**config.mk**
```make
export PLATFORM = sky130hd
export DESIGN_NAME = tick_sched
export DESIGN_NICKNAME = d
export VERILOG_FILES = /design/src/rtl/tick_sched_pkg.sv /design/src/rtl/tick_chan.sv /design/src/rtl/tick_sched.sv
export SDC_FILE = /design/constraint.sdc
export NUM_CORES = 1
export LEC_CHECK = 0
export CAP_MARGIN = 15
export CORE_MARGIN = 10
export CORE_UTILIZATION = 56
export CTS_CLUSTER_SIZE = 16
export DETAILED_ROUTE_END_ITERATION = 7
export GPL_TIMING_DRIVEN = 1
export PLACE_DENSITY = 0.77
export SLEW_MARGIN = 40
export SYNTH_ARGS = -nofsm -noshare
export SYNTH_HDL_FRONTEND = slang
export SYNTH_SLANG_ARGS = --single-unit
```
**constraint.sdc**
```tcl
create_clock -name clk_100m -period 3.6 [get_ports clk_100m]
set_clock_uncertainty 0.15 [all_clocks]
set_input_delay 0.36 -clock clk_100m [delete_from_list [all_inputs] [get_ports clk_100m]]
set_output_delay 0.36 -clock clk_100m [all_outputs]
set_load 0.005 [all_outputs]
```
**src/rtl/tick_sched_pkg.sv**
```systemverilog
// rtl/tick_sched_pkg.sv - shared types and helpers for the tick scheduler
package tick_sched_pkg;

  localparam logic MODE_PERIODIC = 1'b0;
  localparam logic MODE_ONESHOT  = 1'b1;

  // Widest channel divisor the config struct can carry; channels use the low DIV_W bits.
  localparam int DIV_W_MAX = 32;

  typedef struct packed {
    logic [DIV_W_MAX-1:0] div;
    logic                 mode;
    logic                 en;
  } chan_cfg_t;

  function automatic int ch_w(input int n);
    return (n <= 1) ? 1 : $clog2(n);
  endfunction

endpackage

```
**src/rtl/tick_chan.sv**
```systemverilog
// rtl/tick_chan.sv - one scheduler channel: counts base ticks, emits a registered strobe
module tick_chan
  import tick_sched_pkg::*;
#(
  parameter int DIV_W = 16
) (
  input  logic      clk_i,
  input  logic      rst_ni,
  input  logic      base_tick_i,
  input  logic      wr_i,
  input  chan_cfg_t cfg_i,
  output logic      tick_o,
  output logic      busy_o
);

  typedef enum logic {S_IDLE, S_RUN} state_e;

  state_e           state_q;
  logic [DIV_W-1:0] div_q;
  logic [DIV_W-1:0] cnt_q;
  logic             mode_q;
  logic             tick_q;
  logic [DIV_W-1:0] wr_div;

  assign wr_div = cfg_i.div[DIV_W-1:0];

  if (DIV_W < DIV_W_MAX) begin : g_hi
    logic unused_div_hi;
    assign unused_div_hi = ^cfg_i.div[DIV_W_MAX-1:DIV_W];
  end

  // Writes and base-tick evaluation never share an edge (cfg_ready gating), so the write branch wins freely.
  always_ff @(posedge clk_i or negedge rst_ni) begin
    if (!rst_ni) begin
      state_q <= S_IDLE;
      div_q   <= '0;
      cnt_q   <= '0;
      mode_q  <= MODE_PERIODIC;
      tick_q  <= 1'b0;
    end else begin
      tick_q <= 1'b0;
      if (wr_i) begin
        if (cfg_i.en && (wr_div != '0)) begin
          div_q   <= wr_div;
          mode_q  <= cfg_i.mode;
          cnt_q   <= wr_div - DIV_W'(1);
          state_q <= S_RUN;
        end else begin
          cnt_q   <= '0;
          state_q <= S_IDLE;
        end
      end else if (base_tick_i && (state_q == S_RUN)) begin
        if (cnt_q != '0) begin
          cnt_q <= cnt_q - DIV_W'(1);
        end else begin
          tick_q <= 1'b1;
          if (mode_q == MODE_PERIODIC) begin
            cnt_q <= div_q - DIV_W'(1);
          end else begin
            state_q <= S_IDLE;
          end
        end
      end
    end
  end

  assign tick_o = tick_q;
  assign busy_o = (state_q == S_RUN);

endmodule

```
**src/rtl/tick_sched.sv**
```systemverilog
// rtl/tick_sched.sv - shared prescaler, config handshake and per-channel tick strobes
module tick_sched
  import tick_sched_pkg::*;
#(
  parameter  int CLK_HZ  = 100_000_000,
  parameter  int BASE_HZ = 1_000_000,
  parameter  int N_CH    = 4,
  parameter  int DIV_W   = 16,
  localparam int CH_W    = ch_w(N_CH)
) (
  input  logic             clk_100m,
  input  logic             rst_n,
  input  logic             cfg_valid,
  output logic             cfg_ready,
  input  logic [CH_W-1:0]  cfg_ch,
  input  logic [DIV_W-1:0] cfg_div,
  input  logic             cfg_mode,
  input  logic             cfg_en,
  output logic             base_tick,
  output logic [N_CH-1:0]  tick,
  output logic [N_CH-1:0]  busy
);

  localparam int PRE    = CLK_HZ / BASE_HZ;
  localparam int PCNT_W = $clog2(PRE);

  if (CLK_HZ % BASE_HZ != 0) begin : g_bad_ratio
    $error("tick_sched: CLK_HZ must be an integer multiple of BASE_HZ");
  end
  if (PRE < 2) begin : g_bad_pre
    $error("tick_sched: CLK_HZ/BASE_HZ must be at least 2");
  end
  if (N_CH < 1) begin : g_bad_nch
    $error("tick_sched: N_CH must be at least 1");
  end
  if (DIV_W > DIV_W_MAX || DIV_W < 1) begin : g_bad_divw
    $error("tick_sched: DIV_W out of range");
  end

  logic [PCNT_W-1:0] pcnt_q;
  logic [PCNT_W-1:0] pcnt_d;
  logic              accept;
  chan_cfg_t         cfg;

  assign base_tick = (pcnt_q == PCNT_W'(PRE - 1));
  assign pcnt_d    = base_tick ? '0 : pcnt_q + PCNT_W'(1);

  always_ff @(posedge clk_100m or negedge rst_n) begin
    if (!rst_n) begin
      pcnt_q <= '0;
    end else begin
      pcnt_q <= pcnt_d;
    end
  end

  // Refusing writes on base-tick cycles keeps config updates and channel evaluation on separate edges.
  assign cfg_ready = ~base_tick;
  assign accept    = cfg_valid & cfg_ready;

  assign cfg.div  = DIV_W_MAX'(cfg_div);
  assign cfg.mode = cfg_mode;
  assign cfg.en   = cfg_en;

  for (genvar i = 0; i < N_CH; i++) begin : g_ch
    logic wr;
    assign wr = accept && (cfg_ch == CH_W'(i));

    tick_chan #(
      .DIV_W (DIV_W)
    ) u_chan (
      .clk_i       (clk_100m),
      .rst_ni      (rst_n),
      .base_tick_i (base_tick),
      .wr_i        (wr),
      .cfg_i       (cfg),
      .tick_o      (tick[i]),
      .busy_o      (busy[i])
    );
  end

endmodule
```
==> reports/metrics.cfg <==
[synthesis]
ys.warnings.count = 0
synth_enable_flop_cells = 0
yosysUniqueCellTypes = 79
synth_seq_cells = 147
synth_top_area_share_pct = 40.6
avgSynthCellArea_um2 = 9.00
synth_area_leaders = dfrtp_1 (41%), mux2_2 (7.7%), nand2_1 (4.2%)
yosysTopAreaCell = dfrtp_1
synth_fp_nets = 1037
synth_cells = 1007
synth.yosys.seq_area_share_pct = 40.6
synthArstFlopShare_pct = 100
syn_area_um2 = 9070
synth_ff_type = dfrtp_1

[worst_setup_path]
cp.arrival_ns = 3.64
crit_fanout = 6
cp.required_ns = 3.82
criticalPathCategory = reg2reg
rrSetupSlack_ns = 0.17
path_cells = or4_1, or4_4, nor2_1, a21oi_1, ha_1, nand2b_1, a211o_1, nor4_2, o211ai_1, mux2_2, nand2_1
max_stage_delay_ns = 0.65
slowest_stage = or4_1
ff2ff_path_depth = 11
cp-end-kind = register
cp-start-kind = register

[drt]
drt_iter0_drc = 1175
viasPerCell = 6.65
vias = 8562
firstDrtPassIters = 6
post-route-drc-count = 0
post_drt_wl_per_cell_um = 21.6
wl_um = 27700
ant_nets = 0

[clock_tree]
clock-sinks = 147
clk_pin_slew_ns = 0.06
clkLatencyLatePin_ns = 0.43
htree_num_levels = 4
root_buffer = clkbuf_16
cts_buffers = 17
clockBufferDepth = 2
cts_tree = built
cts.repair.resized = 0

[floorplanning]
dieArea_um2 = 21700
pin_count = 33
initial_core_util_pct = 57.1
num_rows = 46
die_h_um = 147
fp.coreArea_um2 = 15900
die_x_um = 147

[power_and_ir_drop]
switching_power_uw = 1710
clkPwrFrac_pct = 34.3
p_leak_uw = 0.00421
swShare_pct = 32.4
powerDensity_nw_per_um2 = 503
seq_power_share_pct = 43.6
power_frac_comb_pct = 22.1
vdd_drop_max_uv = 358
p_int_uw = 3580

[layout]
syn2layout_area_growth_pct = 15.9
final_common_cell = dfrtp_1
drive_above_1_share_pct = 17.1
fin_nets = 1088
layout_common_cells = dfrtp_1 (147), nand2_1 (102), nor2_1 (85), o21ai_0 (68), a21oi_1 (64)
fin_util_pct = 66.2
num_antenna_cells = 0

[flow_run]
drv_cap = 0

[sta]
setup_violations = 0
report.final.slew_viol_count = 0
tightest_slew_ns = 0.769
fin_ws_ns = 0.174
fmax_mhz = 292
fin_setup_tns_ns = 0
min_period_ns = 3.43
rsz0062_at_grt = false
hold_viol_final = 0
timing.hold.ws_ns = 0.337
fin_crit_sh_pct = 95.2
max_slew_margin_pct = 48.7

[placement]
place_ws_ns = 0.197
portBuffers = 32
gp_congestion = 0.956
dpl.hpwl_um = 18900

[global_routing]
first_global_vias = 8052
grtUsageTotal_pct = 25.4
grt_max_degree = 80
grt_overflow = 0
antenna_found_initial = 0
grt_pass1_wl_um = 44300

[hold_path]
min_path_cells = 1
hold_class = reg2reg

[status]
status = complete, no violations

-- power by group through the flow --
| stage | registers, µW | clock network, µW | logic [µW] |
|---|---|---|---|
| finish | 2310 | 1810 | 1170 |
| global route | 2350 | 1900 | 1290 |
| CTS | 2290 | 1820 | 1150 |
| detailed placement | 2320 | 0 | 1140 |
| global placement | 2310 | 0 | 1110 |
| floorplan | 2210 | 0 | 841 |
-- state kept, by name, indices dropped and copies added, names as in the netlist --
name                cells
g_ch.u_chan.mode_q      4
g_ch.u_chan.tick_o      4
pcnt_q                  7
g_ch.u_chan.cnt_q      64
g_ch.u_chan.busy_o      4
g_ch.u_chan.div_q      64
-- cell families after synthesis --
group	share of synthesized area (%)
multiplexers	9.69
XOR/XNOR	2.13
buffers and inverters	3.59
flip-flops	40.6
AND/OR/NAND/NOR	22.1
adder cells (fa/ha/maj)	0.966
AO/OA/AOI/OAI	20.9
-- cells in the mapped netlist (all sizes together), types with 14 or more instances --
cell type	count
dfrtp	147
o21ai	70
xnor2	14
or4	23
mux2i	18
nor3	38
a21oi	64
clkbuf	41
nor2	88
a22oi	17
nor4	23
nand3	31
nand2	102
mux2	62
o211ai	16
buf	22
or3	20
-- worst max-delay path, delay by kind of cell (launching register included) --
kind	cells	cell delay (ns)
flip-flops	1	0.43
multiplexers	1	0.35
AND/OR/NAND/NOR	6	1.73
AO/OA/AOI/OAI	3	0.48
adder cells (fa/ha/maj)	1	0.23
-- final timing paths --
kind,to,startpoint
max,g_ch[0].u_chan.cnt_q[12]$_DFFE_PN0P_,g_ch[0].u_chan.cnt_q[11]$_DFFE_PN0P_
min,pcnt_q[0]$_DFF_PN0_,pcnt_q[0]$_DFF_PN0_
min reg2reg,pcnt_q[0]$_DFF_PN0_,pcnt_q[0]$_DFF_PN0_
max in group asynchronous,g_ch[3].u_chan.cnt_q[8]$_DFFE_PN0P_,rst_n
max reg2reg,g_ch[0].u_chan.cnt_q[12]$_DFFE_PN0P_,g_ch[0].u_chan.cnt_q[11]$_DFFE_PN0P_
min in group asynchronous,pcnt_q[4]$_DFF_PN0_,rst_n
-- per-stage QoR --
step           cells  cell area (µm²)  power [µW]
6_report        1287            10500        5290
3_5_place_dp    1252             9880        3460
2_1_floorplan   1007             9070        3050
3_3_place_gp    1252             9870        3420
4_1_cts         1285            10500        5260
5_1_grt         1287            10500        5550
-- routing by layer --
layer / share of wire (%) / global-route usage, %
met4: 4.2 / 11.0
met1: 43 / 34.0
met5: 0 / 0
met2: 45 / 39.6
met3: 7.9 / 4.67
-- layout make-up --
cell class / instances / area [µm²]
clock inverters: 9 / 130
flip-flops and latches: 147 / 3680
well taps: 216 / 270
inverters: 13 / 48.8
multi-input cells: 784 / 5110
repair buffers: 95 / 810
clock buffers: 23 / 458
fillers: 1333 / 5380
-- what timing repair did --
item	in CTS	in global routing
endpoints found under the hold margin	78	0
hold buffers	1	0
endpoints found under the setup margin	0	1
setup buffers	0	2
No activity file was read; power rests on OpenSTA's default activity.
